--- config.mk ---
export PLATFORM = sky130hd
export DESIGN_NAME = logicnet_input_quantizer
export DESIGN_NICKNAME = d
export VERILOG_FILES = /design/src/rtl/logicnet_in_pkg.sv /design/src/rtl/logicnet_in_thresh_rom.sv /design/src/rtl/logicnet_input_quantizer.sv
export SDC_FILE = /design/constraint.sdc
export NUM_CORES = 1
export LEC_CHECK = 0
export CORE_AREA = 3 3 132 134
export DETAILED_ROUTE_END_ITERATION = 6
export DIE_AREA = 0 0 135 137
export PLACE_DENSITY = 0.9
export SLEW_MARGIN = 25
export SYNTH_ARGS = -nofsm -noshare
export SYNTH_HDL_FRONTEND = slang
export SYNTH_SLANG_ARGS = --single-unit
export TNS_END_PERCENT = 20
--- constraint.sdc ---
create_clock -name clk -period 9 [get_ports clk]
set_input_delay 1.8 -clock clk [delete_from_list [all_inputs] [get_ports clk]]
set_output_delay 1.8 -clock clk [all_outputs]
set_load 0.01 [all_outputs]
--- src/rtl/logicnet_in_pkg.sv ---
// Shared types and constants for the LogicNet input quantizer.
package logicnet_in_pkg;

  localparam int Q_BITS     = 2;
  localparam int NUM_THRESH = 3;
  localparam int THR_W      = 16;

  typedef logic [Q_BITS-1:0] qcode_t;

  typedef struct packed {
    logic signed [THR_W-1:0] t2;
    logic signed [THR_W-1:0] t1;
    logic signed [THR_W-1:0] t0;
  } thresh_set_t;

endpackage

--- src/rtl/logicnet_in_thresh_rom.sv ---
// Per-feature threshold table. The case body below is the part the LUT generation
// flow rewrites; the stock table uses {-100, 0, 100} for every feature.
module logicnet_in_thresh_rom
  import logicnet_in_pkg::*;
#(
  parameter int NUM_FEATURES = 49,
  parameter int IDX_W        = 6
) (
  input  logic [IDX_W-1:0] idx,
  output thresh_set_t      thr
);

  always_comb begin
    thr.t0 = THR_W'(-100);
    thr.t1 = THR_W'(0);
    thr.t2 = THR_W'(100);
    // Indices past the last feature never occur; give them a neutral all-zero set.
    if (int'(idx) >= NUM_FEATURES) begin
      thr = '0;
    end
  end

endmodule

--- src/rtl/logicnet_input_quantizer.sv ---
// Streaming 2-bit input quantizer with assembly/output double buffer for LogicNet layer 0.
// Optional LOGICNET_IN_STATS_EN adds frame_cnt / err_cnt statistics outputs.
module logicnet_input_quantizer #(
  parameter int NUM_FEATURES = 49,
  parameter int IN_W         = 16
) (
  input  logic                                         clk,
  input  logic                                         rst_n,
  input  logic                                         s_valid,
  output logic                                         s_ready,
  input  logic [IN_W-1:0]                              s_data,
  input  logic                                         s_last,
  output logic                                         m_valid,
  input  logic                                         m_ready,
  output logic [NUM_FEATURES*logicnet_in_pkg::Q_BITS-1:0] m_data,
  output logic                                         err_frame
`ifdef LOGICNET_IN_STATS_EN
  ,
  output logic [31:0]                                  frame_cnt,
  output logic [31:0]                                  err_cnt
`endif
);
  import logicnet_in_pkg::*;

  localparam int IDX_W = (NUM_FEATURES > 1) ? $clog2(NUM_FEATURES) : 1;
  localparam int VEC_W = NUM_FEATURES * Q_BITS;
  localparam logic [IDX_W-1:0] LAST_IDX = IDX_W'(NUM_FEATURES - 1);

  logic [IDX_W-1:0] idx;
  logic             a_full;
  logic [VEC_W-1:0] asm_data_p0;
  logic [VEC_W-1:0] asm_next;
  logic [VEC_W-1:0] out_data_p1;
  logic             vld_p1;
  thresh_set_t      thr;
  qcode_t           code_p0;
  logic             acc, at_last, close, o_free, drain;

  function automatic qcode_t quantize(input logic signed [IN_W-1:0] d, input thresh_set_t t);
    qcode_t c;
    c = {1'b0, (d >= $signed(t.t0))} + {1'b0, (d >= $signed(t.t1))} + {1'b0, (d >= $signed(t.t2))};
    return c;
  endfunction

  logicnet_in_thresh_rom #(
    .NUM_FEATURES(NUM_FEATURES),
    .IDX_W       (IDX_W)
  ) u_rom (
    .idx(idx),
    .thr(thr)
  );

  // Stage p0: combinational quantize and merge into the assembly vector
  always_comb begin
    code_p0  = quantize($signed(s_data), thr);
    asm_next = asm_data_p0;
    asm_next[idx*Q_BITS +: Q_BITS] = code_p0;
  end

  assign s_ready = !a_full;
  assign acc     = s_valid && s_ready;
  assign at_last = (idx == LAST_IDX);
  assign close   = acc && at_last;
  assign drain   = vld_p1 && m_ready;
  assign o_free  = !vld_p1 || m_ready;

  always_ff @(posedge clk) begin
    if (acc) begin
      asm_data_p0 <= asm_next;
    end
  end

  // Stage p1: output register and frame control
  always_ff @(posedge clk or negedge rst_n) begin
    if (!rst_n) begin
      idx         <= '0;
      a_full      <= 1'b0;
      vld_p1      <= 1'b0;
      out_data_p1 <= '0;
      err_frame   <= 1'b0;
    end else begin
      err_frame <= acc && (s_last != at_last);
      if (acc) begin
        idx <= (at_last || s_last) ? '0 : idx + 1'b1;
      end
      if (a_full && m_ready) begin
        out_data_p1 <= asm_data_p0;
        a_full      <= 1'b0;
      end else if (close && o_free) begin
        out_data_p1 <= asm_next;
        vld_p1      <= 1'b1;
      end else begin
        if (close) a_full <= 1'b1;
        if (drain) vld_p1 <= 1'b0;
      end
    end
  end

  assign m_valid = vld_p1;
  assign m_data  = out_data_p1;

`ifdef LOGICNET_IN_STATS_EN
  always_ff @(posedge clk or negedge rst_n) begin
    if (!rst_n) begin
      frame_cnt <= '0;
      err_cnt   <= '0;
    end else begin
      if (drain)     frame_cnt <= frame_cnt + 32'd1;
      if (err_frame) err_cnt   <= err_cnt + 32'd1;
    end
  end
`endif

endmodule

==> impl_metrics.ini <==
[clock_tree]
cts-resized-gates = 0
cts_tree = yes
cts.path.max_buffers = 3
cts_setup_buffers = 0
cts-buffers-inserted = 22
cts_htree_levels = 1
cts-root-buf = clkbuf_16
cts_sinks = 205
clkTransAtPathRegs_ps = 60
hold_buffers = 0
worst_skew_pair.late_latency_ps = 510

[layout]
nets = 896
regArea_um2 = 5620
layout_commonest_cell = mux2_2
synthToLayoutAreaGrowth_pct = 21.69
drive_gt1_share_pct = 26.21
multi_input_area_um2 = 3929
fillers = 1054
final_cell_mix = mux2_2, clkdlybuf4s50_1, dfrtp_1
antenna_cells = 0

[floorplan]
die_h_um = 137
core-area_um2 = 16410
pin_count = 122
die_area_um2 = 18500
row_count = 47
die_w_um = 135
start_util_pct = 59.41

[synth]
synth_edf_count = 98
ys_seq_elements = 205
synth.distinct_cells = 56
synthesis.area_um2 = 9747
yosys_warnings = 0
synthArstFlopShare_pct = 52.20
syn_inst = 741
synth-seq-area-share_pct = 57.66
synth_nets = 782
ys.flop_type = dfrtp_1
syn_area_per_cell_um2 = 13.15

[sta]
finalSetupViolCount = 0
max_slew_margin_pct = 33.65
clock.fmax_mhz = 178.9
final_hold_viol_count = 0
worstMarginPinSlew_ps = 991.6
maxSlewViolCount = 0
clock_skew_ps = 25.71
rsz0062_at_grt = no
setup_ws_ps = 3411
setup_tns_ps = 0
period_needed_ps = 5589
finalCritPeriodShare_pct = 62.10

[drt]
dr.pass1.iters = 5
final_antenna_net_count = 0
drcViolationCount = 0
vias_per_cell = 6.181
drtIter0Drc = 763
drt-wirelength-per-cell_um = 20.76
wl_um = 22630
num_vias = 6737

[worst_hold_path]
hold_path_class = flip-flop to flip-flop

[critical_path]
crit_fanout = 20
cp.required_ps = 9430
worstSetupPathType = flip-flop to flip-flop
arrival_ps = 6020
worstSetupEndpointType = flip-flop
worst_setup_path_start_kind = flip-flop

[global_routing]
antenna_found_initial = 0
grt_max_degree = 92
grt_pass1_wl_um = 35700
overflow = 0
first_global_vias = 6745
gr-usage-all-layers_pct = 24.09

[placed_design]
routabilityCongestion = 0.9061
pre_cts_ws_ps = 3142
dp_hpwl_um = 15040
portBuffers = 121

[power]
irDropWorstVdd_uv = 127.6
power-per-cell-area_nw_per_um2 = 181.0
leakage_nw = 4.861

[outcome]
outcome = finished, final reports clean

[flow_run]
maxCapViolCount = 0
[through the flow]
step	util, %	area [um2]	hold slack [ps]	instances	power, W
floorplan	-	9747	447.0	741	0.001171
global placement	67.63	11100	462.7	1051	0.001234
detailed placement	67.70	11110	474.1	1051	0.001243
CTS	72.15	11840	472.0	1090	0.002151
global route	72.29	11860	493.8	1090	0.002215
finish	72.29	11860	473.7	1090	0.002146
[report_power, final]
group | internal, W | leakage, nW | switching (W)
logic | 0.0000591 | 2.08 | 0.000135
registers | 0.00102 | 2.42 | 0.0000227
clock network | 0.000546 | 0.356 | 0.000367
[critical path, cell delays in order, from the launching register on]
cell      delay (ps)
dfrtp_1          780
inv_2            200
ha_1             410
nor3b_1          240
a21oi_2          620
ha_1             300
nand4_1          130
nor3_1           290
o221ai_1         190
o211ai_1         150
mux2i_1          290
fa_1             550
nor4_2           800
nand2_1          170
nor3_1           220
a221o_1          160
[final timing paths]
kind,from,to,slack [ps],cells after the start
worst max-delay path,idx[0],m_data[76],3410,15
worst min-delay path,asm_data_p0[78],m_data[78],470,1
worst max register to register,idx[0],m_data[76],3410,15
worst min register to register,asm_data_p0[78],m_data[78],470,1
max in group asynchronous,rst_n,m_data[11],6430,2
min in group asynchronous,rst_n,a_full,1320,1
[cells by family (layout without fill, tap and decap cells)]
kind of cell / count (synthesis) / in the layout / synth area share [%]
xor gates and xnor gates: 5 / 5 / 0.5264
DFF: 205 / 205 / 57.66
buffers and inverters: 51 / 180 / 2.413
adders and majority gates: 20 / 20 / 2.644
AOI/OAI and AO/OA: 94 / 94 / 6.906
and+or+nand+nor: 196 / 196 / 10.23
muxes: 170 / 170 / 19.61
[Yosys cell counts, types with 3 or more instances]
| cell type | count | area [um2] |
|---|---|---|
| mux2_2 | 168 | 1892 |
| o311ai_0 | 5 | 43.79 |
| nor3_1 | 21 | 105.1 |
| buf_2 | 20 | 100.1 |
| and2_1 | 8 | 50.05 |
| inv_1 | 13 | 48.80 |
| nand2b_1 | 3 | 18.77 |
| a22o_1 | 5 | 43.79 |
| nor4_1 | 6 | 37.54 |
| dfrtp_1 | 107 | 2678 |
| nand3_1 | 32 | 160.2 |
| o2111ai_1 | 3 | 26.28 |
| o211ai_1 | 8 | 60.06 |
| nand2_1 | 56 | 210.2 |
| edfxtp_1 | 98 | 2943 |
| o21ai_0 | 18 | 90.09 |
| a22oi_1 | 4 | 30.03 |
| nand4_1 | 6 | 37.54 |
| a221o_1 | 8 | 80.08 |
| clkbuf_1 | 11 | 41.29 |
| buf_4 | 5 | 37.54 |
| a211oi_1 | 4 | 30.03 |
| ha_1 | 19 | 237.7 |
| or3_1 | 7 | 43.79 |
| a21o_1 | 4 | 30.03 |
| nor2_1 | 24 | 90.09 |
| a21oi_1 | 10 | 50.05 |
| a31oi_1 | 10 | 62.56 |
| or2_2 | 3 | 18.77 |
| nor2b_1 | 5 | 31.28 |
| and3_1 | 13 | 81.33 |
[sequential cells by signal, indices dropped and copies added (netlist names)]
name         cells
m_valid          1
idx              6
a_full           1
err_frame        1
m_data          98
asm_data_p0     98
[cell type report]
class / count / area share [%]
clock buffer: 27 / 4.884
sequential: 205 / 47.38
timing repair buffer: 126 / 10.54
tap: 220 / 2.321
inverter: 15 / 0.4852
clock inverter: 12 / 1.266
multi-input combinational: 485 / 33.12
[routing by layer]
| metal | routed length [um] | track usage, % | up-vias | share of wire, % |
|---|---|---|---|---|
| li1 | - | - | 3017 | - |
| met2 | 11190 | 40.08 | 314 | 49 |
| met4 | 554 | 6.999 | 0 | 2.4 |
| met3 | 1703 | 4.375 | 53 | 7.5 |
| met1 | 9185 | 32.82 | 3353 | 41 |
| met5 | 0 | 0 | - | 0 |
No activity file was read; power rests on OpenSTA's default activity.
